==> src/rtl/frame_sync_pkg.sv <==
// Frame geometry, state encoding and counter widths shared by the line datapath blocks.
package frame_sync_pkg;

  localparam int FRAME_ROWS      = 4;
  localparam int FRAME_COLS      = 1041;
  localparam int OH_END_COL      = 15;
  localparam int PAYLOAD_END_COL = 1039;
  localparam int CRC_COL         = 1040;

  localparam int ROW_W = 2;
  localparam int COL_W = 11;
  localparam int ERR_W = 16;

  typedef enum logic [1:0] {
    ST_OOF     = 2'd0,
    ST_PRE_IF  = 2'd1,
    ST_IF      = 2'd2,
    ST_PRE_OOF = 2'd3
  } fs_state_t;

endpackage

==> src/rtl/frame_pos_cnt.sv <==
// Row/column position counter. Holds the position that the next valid beat will occupy.
module frame_pos_cnt
  import frame_sync_pkg::*;
#(
  parameter int ROWS = FRAME_ROWS,
  parameter int COLS = FRAME_COLS
) (
  input  logic             clk,
  input  logic             rst_n,
  input  logic             clr,
  input  logic             load,
  input  logic             adv,
  output logic [ROW_W-1:0] row,
  output logic [COL_W-1:0] col
);

  localparam logic [ROW_W-1:0] ROW_LAST = ROW_W'(ROWS - 1);
  localparam logic [COL_W-1:0] COL_LAST = COL_W'(COLS - 1);

  // Clear to origin, load so the loading beat sits at row 0 col 0, or advance one column
  always_ff @(posedge clk or negedge rst_n) begin
    if (!rst_n) begin
      row <= '0;
      col <= '0;
    end else if (clr) begin
      row <= '0;
      col <= '0;
    end else if (load) begin
      row <= '0;
      col <= COL_W'(1);
    end else if (adv) begin
      if (col == COL_LAST) begin
        col <= '0;
        row <= (row == ROW_LAST) ? '0 : row + 1'b1;
      end else begin
        col <= col + 1'b1;
      end
    end
  end

endmodule

==> src/rtl/frame_sync_ctrl.sv <==
// Frame-alignment controller: FAS lock FSM, position counters, gated valid and CRC error count.
module frame_sync_ctrl
  import frame_sync_pkg::*;
#(
  parameter int ROWS        = FRAME_ROWS,
  parameter int COLS        = FRAME_COLS,
  parameter int SYNC_FRAMES = 2,
  parameter int LOSS_FRAMES = 3
) (
  input  logic             i_clk,
  input  logic             i_rst_n,
  input  logic [7:0]       i_frame_data,
  input  logic             i_frame_data_valid,
  input  logic             i_frame_data_fas,
  input  logic             i_crc_err,
  input  logic             i_cnt_clr,
  output logic [7:0]       o_frame_data,
  output logic             o_frame_data_valid,
  output logic             o_frame_data_fas,
  output logic [ROW_W-1:0] o_row_cnt,
  output logic [COL_W-1:0] o_col_cnt,
  output logic             o_in_frame,
  output logic             o_lof,
  output logic [ERR_W-1:0] o_crc_err_cnt
);

  fs_state_t        state;
  logic [7:0]       hit_cnt;
  logic [7:0]       miss_cnt;
  logic [ROW_W-1:0] pos_row;
  logic [COL_W-1:0] pos_col;
  logic             beat, at_origin, hit_done, miss_done;
  logic             drop_lock, next_oof, pos_clr, pos_load, pos_adv;

  logic [7:0]       data_p1;
  logic             vld_p1, fas_p1, in_frame_p1, lof_p1;
  logic [ROW_W-1:0] row_p1;
  logic [COL_W-1:0] col_p1;
  logic             crc_err_d;
  logic [ERR_W-1:0] err_cnt;

  // Decisions taken by the current input beat; shared by the FSM and the position counter
  always_comb begin
    beat      = i_frame_data_valid;
    at_origin = (pos_row == '0) && (pos_col == '0);
    hit_done  = (int'(hit_cnt) + 1) >= SYNC_FRAMES;
    miss_done = (int'(miss_cnt) + 1) >= LOSS_FRAMES;
    drop_lock = beat && at_origin && !i_frame_data_fas &&
                ((state == ST_PRE_IF) || ((state == ST_PRE_OOF) && miss_done));
    next_oof  = ((state == ST_OOF) && !(beat && i_frame_data_fas)) || drop_lock;
    pos_load  = beat && (state == ST_OOF) && i_frame_data_fas;
    pos_clr   = (beat && (state == ST_OOF) && !i_frame_data_fas) || drop_lock;
    pos_adv   = beat && (state != ST_OOF) && !drop_lock;
  end

  frame_pos_cnt #(
    .ROWS (ROWS),
    .COLS (COLS)
  ) u_pos (
    .clk   (i_clk),
    .rst_n (i_rst_n),
    .clr   (pos_clr),
    .load  (pos_load),
    .adv   (pos_adv),
    .row   (pos_row),
    .col   (pos_col)
  );

  // Alignment FSM with registered in-frame, loss pulse and gated valid
  always_ff @(posedge i_clk or negedge i_rst_n) begin
    if (!i_rst_n) begin
      state       <= ST_OOF;
      hit_cnt     <= '0;
      miss_cnt    <= '0;
      vld_p1      <= 1'b0;
      in_frame_p1 <= 1'b0;
      lof_p1      <= 1'b0;
    end else begin
      lof_p1 <= 1'b0;
      vld_p1 <= i_frame_data_valid && !next_oof;
      if (beat) begin
        unique case (state)
          ST_OOF: begin
            if (i_frame_data_fas) begin
              hit_cnt <= 8'd1;
              if (SYNC_FRAMES <= 1) begin
                state       <= ST_IF;
                in_frame_p1 <= 1'b1;
              end else begin
                state <= ST_PRE_IF;
              end
            end
          end
          ST_PRE_IF: begin
            if (at_origin) begin
              if (i_frame_data_fas) begin
                hit_cnt <= hit_cnt + 8'd1;
                if (hit_done) begin
                  state       <= ST_IF;
                  in_frame_p1 <= 1'b1;
                end
              end else begin
                state <= ST_OOF;
              end
            end
          end
          ST_IF: begin
            if (at_origin && !i_frame_data_fas) begin
              miss_cnt <= 8'd1;
              state    <= ST_PRE_OOF;
            end
          end
          ST_PRE_OOF: begin
            if (at_origin) begin
              if (i_frame_data_fas) begin
                miss_cnt <= '0;
                state    <= ST_IF;
              end else if (miss_done) begin
                miss_cnt    <= '0;
                state       <= ST_OOF;
                in_frame_p1 <= 1'b0;
                lof_p1      <= 1'b1;
              end else begin
                miss_cnt <= miss_cnt + 8'd1;
              end
            end
          end
          default: state <= ST_OOF;
        endcase
      end
    end
  end

  // Output stage: data, FAS and the position of that byte
  always_ff @(posedge i_clk or negedge i_rst_n) begin
    if (!i_rst_n) begin
      data_p1 <= '0;
      fas_p1  <= 1'b0;
      row_p1  <= '0;
      col_p1  <= '0;
    end else begin
      data_p1 <= i_frame_data;
      fas_p1  <= i_frame_data_fas;
      row_p1  <= pos_row;
      col_p1  <= pos_col;
    end
  end

  // Saturating count of CRC error rising edges while in frame; clear has priority
  always_ff @(posedge i_clk or negedge i_rst_n) begin
    if (!i_rst_n) begin
      crc_err_d <= 1'b0;
      err_cnt   <= '0;
    end else begin
      crc_err_d <= i_crc_err;
      if (i_cnt_clr) begin
        err_cnt <= '0;
      end else if (i_crc_err && !crc_err_d && in_frame_p1 && (err_cnt != '1)) begin
        err_cnt <= err_cnt + 1'b1;
      end
    end
  end

  assign o_frame_data       = data_p1;
  assign o_frame_data_valid = vld_p1;
  assign o_frame_data_fas   = fas_p1;
  assign o_row_cnt          = row_p1;
  assign o_col_cnt          = col_p1;
  assign o_in_frame         = in_frame_p1;
  assign o_lof              = lof_p1;
  assign o_crc_err_cnt      = err_cnt;

endmodule

==> config.mk <==
export PLATFORM = sky130hd
export DESIGN_NAME = frame_sync_ctrl
export DESIGN_NICKNAME = d
export VERILOG_FILES = /design/src/rtl/frame_sync_pkg.sv /design/src/rtl/frame_pos_cnt.sv /design/src/rtl/frame_sync_ctrl.sv
export SDC_FILE = /design/constraint.sdc
export NUM_CORES = 1
export LEC_CHECK = 0
export ABC_AREA = 1
export BUFFER_PORTS_ARGS = -buffer_cell sky130_fd_sc_hd__buf_2
export CAP_MARGIN = 20
export CORE_AREA = 4 4 97 99
export DETAILED_ROUTE_END_ITERATION = 16
export DIE_AREA = 0 0 101 103
export PLACE_DENSITY = 0.63
export SYNTH_ARGS = -nofsm -noshare
export SYNTH_HDL_FRONTEND = slang
export SYNTH_SLANG_ARGS = --single-unit
==> constraint.sdc <==
create_clock -name i_clk -period 1.7 [get_ports i_clk]
set_input_delay 0.255 -clock i_clk [delete_from_list [all_inputs] [get_ports i_clk]]
set_output_delay 0.255 -clock i_clk [all_outputs]
set_load 0.02 [all_outputs]
# [Word-level counts from Yosys, hierarchy flattened]
# Index checks and enable logic that the tools add are counted.
[totals] reg_bits=73 inputBits=14 out_inout_bits=41
[op_classes] add_sub_neg=7 order_cmp=2 n_eq_ne=16 muxes=41 n_reduce_logical=40
[op_table] cell="2-to-1 mux 8 bit" count=7
[op_table] cell="2-to-1 mux 11 bit" count=4
[op_table] cell="2-to-1 mux 16 bit" count=2
[op_table] cell="case mux 8 bit (2 select lines)" count=2
[op_table] cell="2-to-1 mux 2 bit" count=13
[op_table] cell="adder 8 x 1 -> 9 bit (second input constant)" count=2
[op_table] cell="greater-or-equal comparator 9 x 2 -> 1 bit (second input constant)" count=2
[op_table] cell="logical AND 1 bit" count=17
[op_table] cell="adder 16 x 1 -> 16 bit (second input constant)" count=1
[op_table] cell="adder 8 x 1 -> 8 bit (second input constant)" count=2
[op_table] cell="inequality test 16 bit (second input constant)" count=1
[op_table] cell="inequality test 2 bit (second input constant)" count=8
[op_table] cell="adder 11 x 1 -> 11 bit (second input constant)" count=1
[op_table] cell="equality test 11 bit (second input constant)" count=1
[op_table] cell="zero test 11 bit" count=1
[op_table] cell="2-to-1 mux 1 bit" count=11
[op_table] cell="nonzero test 2 bit" count=5
[op_table] cell="case mux 2 bit (4 select lines)" count=1
[op_table] cell="AND reduction 8 bit" count=1
[op_table] cell="AND reduction 7 bit" count=1
[op_table] cell="equality test 2 bit (second input constant)" count=3
[op_table] cell="inequality test 3 bit (second input constant)" count=2
[op_table] cell="nonzero test 3 bit" count=2
[op_table] cell="zero test 1 bit" count=5
[op_table] cell="8 further kinds" count=11

# [Longest topological paths before layout]
# Gate-level depths: netlist of the first run.
[logic_depth] ltp_word=10 ltp_mapped=15 depth_no_buf=15

# [Modules after synthesis]
# From an unflattened synthesis of the first run, not the netlist that was laid out.
[unflattened] hier_cells=476 area_unflattened_um2=3832.4
[modules_own_cells] mod="frame_sync_ctrl" n_inst=1 cells_each=365 area_each_um2=3014.1 seq_area_each_um2=1501.4
[modules_own_cells] mod="frame_pos_cnt" n_inst=1 cells_each=111 area_each_um2=818.3 seq_area_each_um2=325.3

# [Worst setup path before layout of the first run]
# No wires, ideal clock.
[synth_path] path_type="register to register" from="register miss_cnt[0]" to="register u_pos.col[7]" setup_time_ns=0.068 t_arrival_ns=1.658 required_ns=1.632 setup_slack_ns=-0.026 path_stages_with_launch=15 path_buffers=0 synth_period_minus_slack_ns=1.726 cell_sequence="dfrtp_1 > inv_1 > ha_1 > o21bai_1 > nor2_1 > nand2_1 > nor2_1 > nand3_2 > nand2_2 > nand2_4 > nand2_4 > nand3_4 > nand2_4 > inv_8 > nor2_4"
[synth_via] elab_chain_cells=8 word_cells_on_any_way=10 classes_between="add/sub (1); order compare (1); mux (1); reduce/logical (7)"
[synth_rtl] item="from (decl)" line="frame_sync_ctrl.sv:29" text="logic [7:0] miss_cnt;"
[synth_rtl] item="from (signal assigned)" line="frame_sync_ctrl.sv:124" text="miss_cnt <= miss_cnt + 8'd1;"
[synth_rtl] item="adder 8 x 1 -> 9 bit (*)" line="frame_sync_ctrl.sv:47" text="miss_done = (int'(miss_cnt) + 1) >= LOSS_FRAMES;"
[synth_rtl] item="greater-or-equal comparator 9 x 2 -> 1 bit (*)" line="frame_sync_ctrl.sv:47"
[synth_rtl] item="logical AND 1 bit (*)" line="frame_sync_ctrl.sv:49" text="((state == ST_PRE_IF) || ((state == ST_PRE_OOF) && miss_done));"
[synth_rtl] item="logical OR 1 bit (*)" line="frame_sync_ctrl.sv:49"
[synth_rtl] item="logical AND 1 bit (*)" line="frame_sync_ctrl.sv:48" text="drop_lock = beat && at_origin && !i_frame_data_fas &&"
[synth_rtl] item="zero test 1 bit" line="frame_sync_ctrl.sv:53" text="pos_adv = beat && (state != ST_OOF) && !drop_lock;"
[synth_rtl] item="logical AND 1 bit" line="frame_sync_ctrl.sv:53"
[synth_rtl] item="nonzero test 3 bit (no source line)"
[synth_rtl] item="to (signal assigned)" line="frame_pos_cnt.sv:36" text="col <= col + 1'b1;"
[synth_rtl] item="to (decl)" line="frame_pos_cnt.sv:14" text="output logic [COL_W-1:0] col"
# Mark *: on every way between the ends. The rest lies on a longest branch, timed or not.
# A chain may end at the register's enable or synchronous reset.

# [Final worst setup path of the first run]
[layout_path] from="register miss_cnt[0]" to="register u_pos.col[9]"
# The elaborated chain is that of the path after synthesis.

==> results of run 1 <==
what timing repair did:
item	4_1_cts	5_1_grt
hold buffers	5	4
pin swaps	16	15
cloned	1	0
hold endpoints to repair	77	4
gates resized for setup	28	39
buffers inserted	5	4
setup endpoints to repair	35	48
area by class of cell:
| class | instances | area [um2] |
|---|---|---|
| Sequential cell | 73 | 1830 |
| Timing Repair Buffer | 140 | 958 |
| Tap cell | 108 | 135 |
| Clock buffer | 12 | 165 |
| Timing Repair inverter | 1 | 8.76 |
| Fill cell | 741 | 3500 |
| Clock inverter | 3 | 15.0 |
| Inverter | 71 | 277 |
| Multi-Input combinational cell | 250 | 1660 |
kinds of logic after synthesis:
logic type               after synthesis  share of synthesized area
buffers and inverters                 75                     0.0839
AND/OR/NAND/NOR                      180                      0.254
flip-flops                            73                      0.514
adder cells (fa/ha/maj)                9                     0.0317
AO/OA/AOI/OAI                         44                     0.0736
XOR/XNOR                              17                     0.0419
cell usage in the layout (no fill, tap or decap), types with 4 or more instances in the layout:
| cell type | Yosys | routed |
|---|---|---|
| a21oi_1 | 13 | 11 |
| buf_2 | 1 | 54 |
| buf_4 | 0 | 74 |
| clkbuf_8 | 0 | 12 |
| dfrtp_1 | 73 | 71 |
| dlygate4sd3_1 | 0 | 9 |
| ha_1 | 9 | 5 |
| ha_4 | 0 | 4 |
| inv_1 | 67 | 59 |
| inv_2 | 3 | 10 |
| nand2_1 | 77 | 71 |
| nand2_2 | 4 | 6 |
| nand2_4 | 3 | 6 |
| nand3_1 | 19 | 18 |
| nand4_1 | 13 | 13 |
| nor2_1 | 34 | 24 |
| nor2_2 | 2 | 7 |
| nor2_4 | 9 | 14 |
| nor3_1 | 10 | 7 |
| nor3_2 | 3 | 6 |
| o21ai_0 | 13 | 8 |
| o21ai_1 | 2 | 5 |
| o22ai_2 | 0 | 4 |
| xor2_1 | 14 | 14 |
synthesized netlist by cell type (all sizes together), types with 3 or more instances:
cell type	n	area (um2)
nor3	13	80.1
nand4	13	81.3
dfrtp	73	1830
nor2	45	241
inv	71	274
xor2	14	123
o21ai	15	75.1
o22ai	7	43.8
nand3	22	133
a21oi	13	65.1
ha	9	113
nand2	84	348
xnor2	3	26.3
flip-flops by register name, indices dropped and copies added (netlist names), named ones only:
signal / count
o_lof: 1
o_frame_data: 8
o_frame_data_valid: 1
state: 1
u_pos.col: 11
u_pos.row: 2
o_frame_data_fas: 1
o_crc_err_cnt: 16
miss_cnt: 8
crc_err_d: 1
o_col_cnt: 11
o_row_cnt: 2
hit_cnt: 8
o_in_frame: 1
metrics by stage:
step | instance area (um2) | util | std cells
after floorplan | 3550 | - | 398
after global placement | 4460 | 0.521 | 624
after detailed placement | 4460 | 0.521 | 624
after CTS | 4820 | 0.563 | 650
after global routing | 5050 | 0.590 | 658
final | 5050 | 0.590 | 658
worst min-delay path by stage:
| stage | from | depth (start not counted) | endpoint | slack, ns |
|---|---|---|---|---|
| CTS | i_frame_data[6] | 1 | o_frame_data[6]$_DFF_PN0_ | 0.001 |
| global route | i_crc_err | 1 | crc_err_d$_DFF_PN0_ | 0.01 |
| floorplan | i_rst_n | 0 | async pin | -0.04 |
| finish | i_crc_err | 1 | crc_err_d$_DFF_PN0_ | 0.04 |
| global placement | i_rst_n | 2 | o_frame_data[1]$_DFF_PN0_ | 0.32 |
| detailed placement | i_rst_n | 2 | o_frame_data[4]$_DFF_PN0_ | 0.32 |
metal layers:
layer,GRT usage,wire length (um)
met5,0,0
met2,0.274,4020
met4,0.0583,151
met3,0.0460,427
met1,0.196,3660
power groups by stage:
stage / clock (uW) / combinational (uW) / sequential, uW
final: 1240 / 1480 / 2120
after global routing: 1370 / 1620 / 2160
after CTS: 1290 / 1420 / 2120
after detailed placement: 0 / 1320 / 2150
after global placement: 0 / 1310 / 2140
after floorplan: 0 / 551 / 2310
==> impl_metrics.env, run 1 <==
export IMPL_seqPwrFrac=0.438
export IMPL_wire_per_inst_um=12.5
export IMPL_cp_num_cells=14
export IMPL_finalCriticalPeriod_ns=1.84
export IMPL_cp_cell_sequence="inv_2 > ha_4 > o21bai_1 > nor2_1 > nand2_1 > nor2_2 > nand3_2 > nand2_2 > nand2_4 > nand2_4 > nand3_4 > nand2_8 > inv_6 > nor2_4"
export IMPL_synth_ff_type="dfrtp_1"
export IMPL_diodes=0
export IMPL_clockBufferDepth=2
export IMPL_finalClockSkew_ns=0.00758
export IMPL_io_buffers=54
export IMPL_critPathMaxStageDelay_ns=0.44
export IMPL_worst_pin_slew_ns=0.445
export IMPL_p_int_uw=3300
export IMPL_cp_end_kind="flip-flop"
export IMPL_die_w_um=101
export IMPL_drv_cap=0
export IMPL_p_leak_uw=0.00267
export IMPL_outcome="complete, but fails checks"
export IMPL_grt_max_degree=74
export IMPL_slew_violations=0
export IMPL_fmax_mhz=544
export IMPL_rrSetupSlack_ns=-0.14
export IMPL_p_sw_uw=1540
export IMPL_start_util=0.415
export IMPL_nNetsFinal=569
export IMPL_reg2reg_depth=14
export IMPL_core_area_mm2=0.00855
export IMPL_ys_seq_area_frac=0.514
export IMPL_h_tree_depth=3
export IMPL_drc=0
export IMPL_route_vias_total=3112
export IMPL_switching_share=0.319
export IMPL_antenna_found_initial=0
export IMPL_cp_endpoint="u_pos.col[9]$_DFFE_PN0P_"
export IMPL_worstReg2RegStart="miss_cnt[0]$_DFFE_PN0P_"
export IMPL_critPathBufInv=2
export IMPL_dr_pass1_iters=4
export IMPL_clk_latency_ns=0.35
export IMPL_num_rows=34
export IMPL_drtIter0Drc=66
export IMPL_required_ns=1.99
export IMPL_die_height_um=103
export IMPL_async_flop_share=1.00
export IMPL_critPathArrivalTime_ns=2.13
export IMPL_place_congestion=0.897
export IMPL_irDropWorstVdd_v=0.000458
export IMPL_synth_cell_type_count=35
export IMPL_final_setup_viol_count=19
export IMPL_whs_ns=0.0355
export IMPL_period_share=1.08
export IMPL_cts_num_sinks=73
export IMPL_grt_setup_unrepaired="yes"
export IMPL_final_layout_size_suffix_gt1_frac=0.404
export IMPL_startpoint="miss_cnt[0]$_DFFE_PN0P_"
export IMPL_holdCritPathClass="in -> reg"
export IMPL_powerDensity_mw_per_mm2=961
export IMPL_synthToLayoutAreaGrowth_pct=42.1
export IMPL_layout_setup_ws_ns=-0.139
export IMPL_cts_tree="done"
export IMPL_wirelength_um=8250
export IMPL_p_total_uw=4850
export IMPL_postSynthCellCount=398
export IMPL_synth_nets=421
export IMPL_yosysWarnings=0
export IMPL_path_common_cell="nand2_4"
export IMPL_dp_hpwl_um=5630
export IMPL_slew_headroom=0.703
export IMPL_path_delay_family="simple AND/OR/NAND/NOR gates"
export IMPL_syn_area_mm2=0.00355
export IMPL_r2r_end="u_pos.col[9]$_DFFE_PN0P_"
export IMPL_cts_root_buf="clkbuf_8"
export IMPL_num_io_pins=55
export IMPL_ant_nets=0
export IMPL_comb_power_share=0.306
export IMPL_ys_seq_elements=73
export IMPL_setup_tns_ns=-1.88
export IMPL_synth_edf_count=0
export IMPL_grt_pass1_vias=3072
export IMPL_grt_overflow=0
export IMPL_critical_path_class="reg -> reg"
export IMPL_hold_viol=0
export IMPL_path_clk_slew_ns=0.07
export IMPL_cts_buffers=9
export IMPL_avgSynthCellArea_um2=8.92
export IMPL_critPathLaunchType="flip-flop"
export IMPL_cpMaxStageDelayCell="dfrtp_1"
export IMPL_post_place_ws_ns=-0.125
export IMPL_grt_total_usage=0.161
export IMPL_critPathMaxFanout=4
export IMPL_via_per_inst=4.73
export IMPL_grt_first_pass_wirelength_um=13500
export IMPL_p_clk_frac=0.256
export IMPL_die_area_mm2=0.0104
export IMPL_violations="negative setup slack"
No activity file was read; power rests on OpenSTA's default activity.
==> run 2: changes to the inputs <==
Settings changed: CORE_AREA 4 4 97 99 to 4 4 88 110, DIE_AREA 0 0 101 103 to 0 0 92 114, PLACE_DENSITY 0.63 to 0.62.
==> run 2 against run 1 <==
Effect of this change: the run still ends with negative setup slack left; via count is 3.1% lower; core utilization is 1.9 points lower; register-to-register slack better by 0.02 ns; flip-flop and latch count stayed put; clock skew is 0.00076 ns higher; clock power hardly changed; critical endpoint is now o_in_frame$_DFFE_PN0P_; highest routed layer unchanged.
==> impl_metrics.env, run 2 (synthesized netlist as in run 1, its figures left out) <==
export IMPL_setup_tns_ns=-1.34
export IMPL_period_share=1.07
export IMPL_critPathLaunchType="flip-flop"
export IMPL_cpMaxStageDelayCell="dfrtp_1"
export IMPL_critPathMaxFanout=4
export IMPL_startpoint="hit_cnt[0]$_DFFE_PN0P_"
export IMPL_violations="negative setup slack"
export IMPL_num_io_pins=55
export IMPL_multi_input_area_mm2=0.00171
export IMPL_grt_overflow=0
export IMPL_nFillCells=764
export IMPL_cts_num_sinks=73
export IMPL_largest_reg_flops=16
export IMPL_critPathMaxStageDelay_ns=0.43
export IMPL_hp_start="i_cnt_clr"
export IMPL_antenna_found_initial=0
export IMPL_hold_viol=0
export IMPL_irDropWorstVdd_v=0.000401
export IMPL_grt_first_pass_wirelength_um=12300
export IMPL_worst_pin_slew_ns=0.433
export IMPL_final_setup_viol_count=22
export IMPL_drtIter0Drc=136
export IMPL_place_area_mm2=0.00429
export IMPL_slew_headroom=0.711
export IMPL_finalCriticalPeriod_ns=1.82
export IMPL_synthToLayoutAreaGrowth_pct=39.3
export IMPL_die_area_mm2=0.0105
export IMPL_final_area_mm2=0.00495
export IMPL_ff_latch_area_mm2=0.00183
export IMPL_diodes=0
export IMPL_die_w_um=92
export IMPL_wire_per_inst_um=12.1
export IMPL_critical_path_class="reg -> reg"
export IMPL_p_leak_uw=0.00255
export IMPL_dp_hpwl_um=5360
export IMPL_route_vias_total=3016
export IMPL_clk_latency_ns=0.35
export IMPL_worstReg2RegStart="hit_cnt[0]$_DFFE_PN0P_"
export IMPL_num_rows=38
export IMPL_wirelength_um=7800
export IMPL_holdCritPathClass="in -> reg"
export IMPL_io_buffers=54
export IMPL_h_tree_depth=3
export IMPL_outcome="complete, but fails checks"
export IMPL_critPathArrivalTime_ns=2.12
export IMPL_grt_setup_unrepaired="yes"
export IMPL_final_layout_size_suffix_gt1_frac=0.406
export IMPL_layout_common_cells="dfrtp_1 (70), nand2_1 (65), inv_1 (59), buf_2 (54), buf_4 (49)"
export IMPL_start_util=0.410
export IMPL_layout_setup_ws_ns=-0.122
export IMPL_powerDensity_mw_per_mm2=959
export IMPL_via_per_inst=4.66
export IMPL_clockBufferDepth=2
export IMPL_grt_total_usage=0.146
export IMPL_required_ns=2.00
export IMPL_place_congestion=0.838
export IMPL_cp_cell_sequence="buf_6 > ha_4 > inv_2 > nor3_2 > nand4_1 > nor2_2 > nand2_1 > nor2_2 > nor2_2 > nand3_1 > nand2_1 > nand2_1"
export IMPL_nNetsFinal=545
export IMPL_grt_pass1_vias=2885
export IMPL_cp_end_kind="flip-flop"
export IMPL_path_clk_slew_ns=0.09
export IMPL_cts_buffers=9
export IMPL_finalClockSkew_ns=0.00834
export IMPL_cts_root_buf="clkbuf_8"
export IMPL_drv_cap=0
export IMPL_final_common_cell="dfrtp_1"
export IMPL_slew_violations=0
export IMPL_cts_tree="done"
export IMPL_fmax_mhz=549
export IMPL_core_area_mm2=0.00865
export IMPL_dr_pass1_iters=4
export IMPL_drc=0
export IMPL_grt_max_degree=74
export IMPL_ant_nets=0
export IMPL_die_height_um=114
==> run 2: changes by cell type in the layout (fill, tap and decap cells not counted), sizes merged <==
cell         delta
buf            -24
clkbuf          -3
inv             +3
clkinv          -2
clkinvlp        +2
dlygate4sd3     +1
==> run 2: area by class of cell <==
class,instances,share of cell area
Multi-Input combinational cell,250,0.347
Tap cell,120,0.0304
Clock inverter,7,0.0124
Sequential cell,73,0.370
Clock buffer,9,0.0250
Timing Repair Buffer,117,0.160
Inverter,71,0.0554
==> run 2: final timing paths <==
path / to / slack, ns / cells past startpoint
max in group asynchronous: miss_cnt[1]$_DFFE_PN0P_ / 0.92 / 3
hold / removal: o_crc_err_cnt[12]$_DFFE_PN0P_ / 0.12 / 2
min in group asynchronous: o_crc_err_cnt[13]$_DFFE_PN0P_ / 0.44 / 3
setup reg to reg: o_in_frame$_DFFE_PN0P_ / -0.12 / 12
setup / recovery: o_in_frame$_DFFE_PN0P_ / -0.12 / 12
hold reg to reg: o_col_cnt[10]$_DFF_PN0_ / 0.42 / 0
==> run 2: repair_timing <==
item,in CTS,in global routing
endpoints found under the setup margin,33,49
pin swaps,6,22
setup buffers,2,8
hold buffers,10,0
gates resized for setup,16,71
hold endpoints to repair,82,0
==> run 2: per-stage QoR <==
stage | util | setup slack, ns | instances | total power [uW] | hold slack, ns
global route | 0.572 | -0.269 | 647 | 5030 | 0.102
global placement | 0.496 | -0.0794 | 612 | 3350 | 0.315
finish | 0.572 | -0.122 | 647 | 4740 | 0.123
detailed placement | 0.496 | -0.154 | 612 | 3380 | 0.317
floorplan | - | -0.0260 | 398 | 2860 | -0.0406
CTS | 0.536 | -0.130 | 640 | 4710 | 0.103
==> run 2: worst max-delay path: cells and delay by family, from the launching register on <==
| family | cells | cell delay (ns) |
|---|---|---|
| adders and majority gates | 1 | 0.25 |
| buffers and inverters | 2 | 0.17 |
| and+or+nand+nor | 9 | 0.89 |
| DFF | 1 | 0.43 |
==> run 2: metal layers <==
layer,share of wire,global-route usage
met2,0.52,0.252
met1,0.43,0.169
met4,0.020,0.0684
met3,0.036,0.0389
met5,0,0
==> run 2: report_power, final <==
| group | switching, uW | total (uW) | internal (uW) |
|---|---|---|---|
| registers | 153 | 2140 | 1980 |
| clock network | 712 | 1270 | 556 |
| logic | 758 | 1340 | 580 |
==> run 3: changes to the inputs <==
Settings changed: PLACE_DENSITY 0.62 to not set.
==> run 3 against run 2 <==
Effect of this change: worst setup slack worse by 0.013 ns; total power is 6.9% higher; sequential power hardly changed; wire length is 6.1% higher; critical path depth is 3 higher; the flow still finishes with violations (negative setup slack); combinational power is 6% higher; core utilization is 2.1 points higher; non-clock buffer count is 14 higher; flip-flop and latch count stayed put; register-to-register slack hardly changed.
==> impl_metrics.env, run 3 (synthesized netlist as in run 1, its figures left out) <==
export IMPL_num_rows=38
export IMPL_critPathBufInv=4
export IMPL_grt_overflow=0
export IMPL_ant_nets=0
export IMPL_drtIter0Drc=78
export IMPL_outcome="complete, but fails checks"
export IMPL_p_leak_uw=0.00268
export IMPL_route_vias_total=3127
export IMPL_wirelength_um=8280
export IMPL_finalClockSkew_ns=0.00937
export IMPL_place_congestion=0.830
export IMPL_dp_hpwl_um=5640
export IMPL_h_tree_depth=3
export IMPL_layout_common_cells="dfrtp_1 (71), nand2_1 (61), buf_4 (61), inv_1 (58), buf_2 (54)"
export IMPL_grt_first_pass_wirelength_um=13400
export IMPL_critical_path_class="reg -> reg"
export IMPL_required_ns=1.99
export IMPL_final_setup_viol_count=17
export IMPL_finalCriticalPeriod_ns=1.84
export IMPL_start_util=0.410
export IMPL_period_share=1.08
export IMPL_core_area_mm2=0.00865
export IMPL_cpMaxStageDelayCell="dfrtp_2"
export IMPL_grt_setup_unrepaired="yes"
export IMPL_path_common_cell="nand2_4"
export IMPL_die_w_um=92
export IMPL_drc=0
export IMPL_antenna_found_initial=0
export IMPL_dr_pass1_iters=4
export IMPL_cts_num_sinks=73
export IMPL_cts_buffers=9
export IMPL_grt_total_usage=0.159
export IMPL_die_area_mm2=0.0105
export IMPL_post_route_util=0.592
export IMPL_slew_headroom=0.636
export IMPL_hold_viol=0
export IMPL_synthToLayoutAreaGrowth_pct=44.4
export IMPL_largest_reg_flops=16
export IMPL_path_delay_family="simple AND/OR/NAND/NOR gates"
export IMPL_wire_per_inst_um=12.5
export IMPL_cts_tree="done"
export IMPL_nNetsFinal=559
export IMPL_setup_tns_ns=-1.68
export IMPL_cp_cell_sequence="buf_4 > buf_4 > nand3_4 > inv_2 > nand3_1 > nand2_1 > nor2_2 > nand3_2 > nand2_2 > nand2_4 > nand2_4 > nand3_4 > nand2_4 > inv_8 > nor2_4"
export IMPL_clockBufferDepth=2
export IMPL_grt_pass1_vias=3096
export IMPL_io_buffers=54
export IMPL_grt_max_degree=37
export IMPL_via_per_inst=4.73
export IMPL_irDropWorstVdd_v=0.000428
export IMPL_critPathMaxFanout=9
export IMPL_slew_violations=0
export IMPL_critPathMaxStageDelay_ns=0.46
export IMPL_worst_pin_slew_ns=0.546
export IMPL_num_io_pins=55
export IMPL_drv_cap=0
export IMPL_diodes=0
export IMPL_nFillCells=763
export IMPL_holdCritPathClass="in -> reg"
export IMPL_die_height_um=114
export IMPL_fmax_mhz=545
export IMPL_violations="negative setup slack"
export IMPL_powerDensity_mw_per_mm2=989
export IMPL_cts_root_buf="clkbuf_8"
export IMPL_clk_latency_ns=0.36
export IMPL_critPathArrivalTime_ns=2.13
export IMPL_layout_setup_ws_ns=-0.135
export IMPL_final_common_cell="dfrtp_1"
export IMPL_critPathLaunchType="flip-flop"
export IMPL_path_clk_slew_ns=0.08
export IMPL_final_layout_size_suffix_gt1_frac=0.431
export IMPL_cp_end_kind="flip-flop"
==> run 3: stage by stage <==
step                      hold WS, ns  worst slack [ns]  power [uW]  instances  area, um2
after global placement          0.260           -0.0877        3370        616       4330
after detailed placement        0.263            -0.137        3400        616       4330
after CTS                     0.00314            -0.126        5030        647       4770
after global routing          0.00805            -0.284        5380        661       5130
after floorplan               -0.0406           -0.0260        2860        398       3550
final                          0.0231            -0.135        5070        661       5130
==> run 3: report_power, final <==
part / leakage [uW] / total, uW / switching, uW / internal [uW]
Combinational: 0.00166 / 1420 / 776 / 639
Sequential: 0.000912 / 2130 / 144 / 1980
Clock: 0.000110 / 1530 / 689 / 838
==> run 3: worst paths after layout <==
| kind | start | endpoint | slack [ns] | cells after the start |
|---|---|---|---|---|
| min in group asynchronous | i_rst_n | o_crc_err_cnt[7]$_DFFE_PN0P_ | 0.41 | 2 |
| max in group asynchronous | i_rst_n | u_pos.col[2]$_DFFE_PN0P_ | 0.72 | 3 |
| setup reg to reg | miss_cnt[1]$_DFFE_PN0P_ | u_pos.col[2]$_DFFE_PN0P_ | -0.14 | 15 |
| hold / removal | i_crc_err | crc_err_d$_DFF_PN0_ | 0.02 | 1 |
| hold reg to reg | u_pos.col[10]$_DFFE_PN0P_ | o_col_cnt[10]$_DFF_PN0_ | 0.42 | 0 |
| setup / recovery | miss_cnt[1]$_DFFE_PN0P_ | u_pos.col[2]$_DFFE_PN0P_ | -0.14 | 15 |
==> run 3: timing repair <==
action / CTS / global route
hold buffers: 9 / 0
endpoints found under the hold margin: 25 / 0
resized for setup: 25 / 71
setup endpoints to repair: 34 / 45
pin swaps: 10 / 18
setup buffers: 6 / 14
==> run 3: layout make-up <==
cell class	count	area (um2)	share of cell area
sequential	73	1830	0.357
inverter	71	274	0.0535
multi-input combinational	250	1730	0.338
clock buffer	9	124	0.0242
timing repair buffer	131	915	0.178
tap	120	150	0.0293
clock inverter	7	103	0.0200
==> run 3: layer usage <==
layer / wire (um) / GRT usage / vias to the layer above
met3: 325 / 0.0396 / 13
met4: 180 / 0.0773 / 0
met5: 0 / 0 / -
met2: 4300 / 0.272 / 56
li1: - / - / 1550
met1: 3470 / 0.186 / 1508
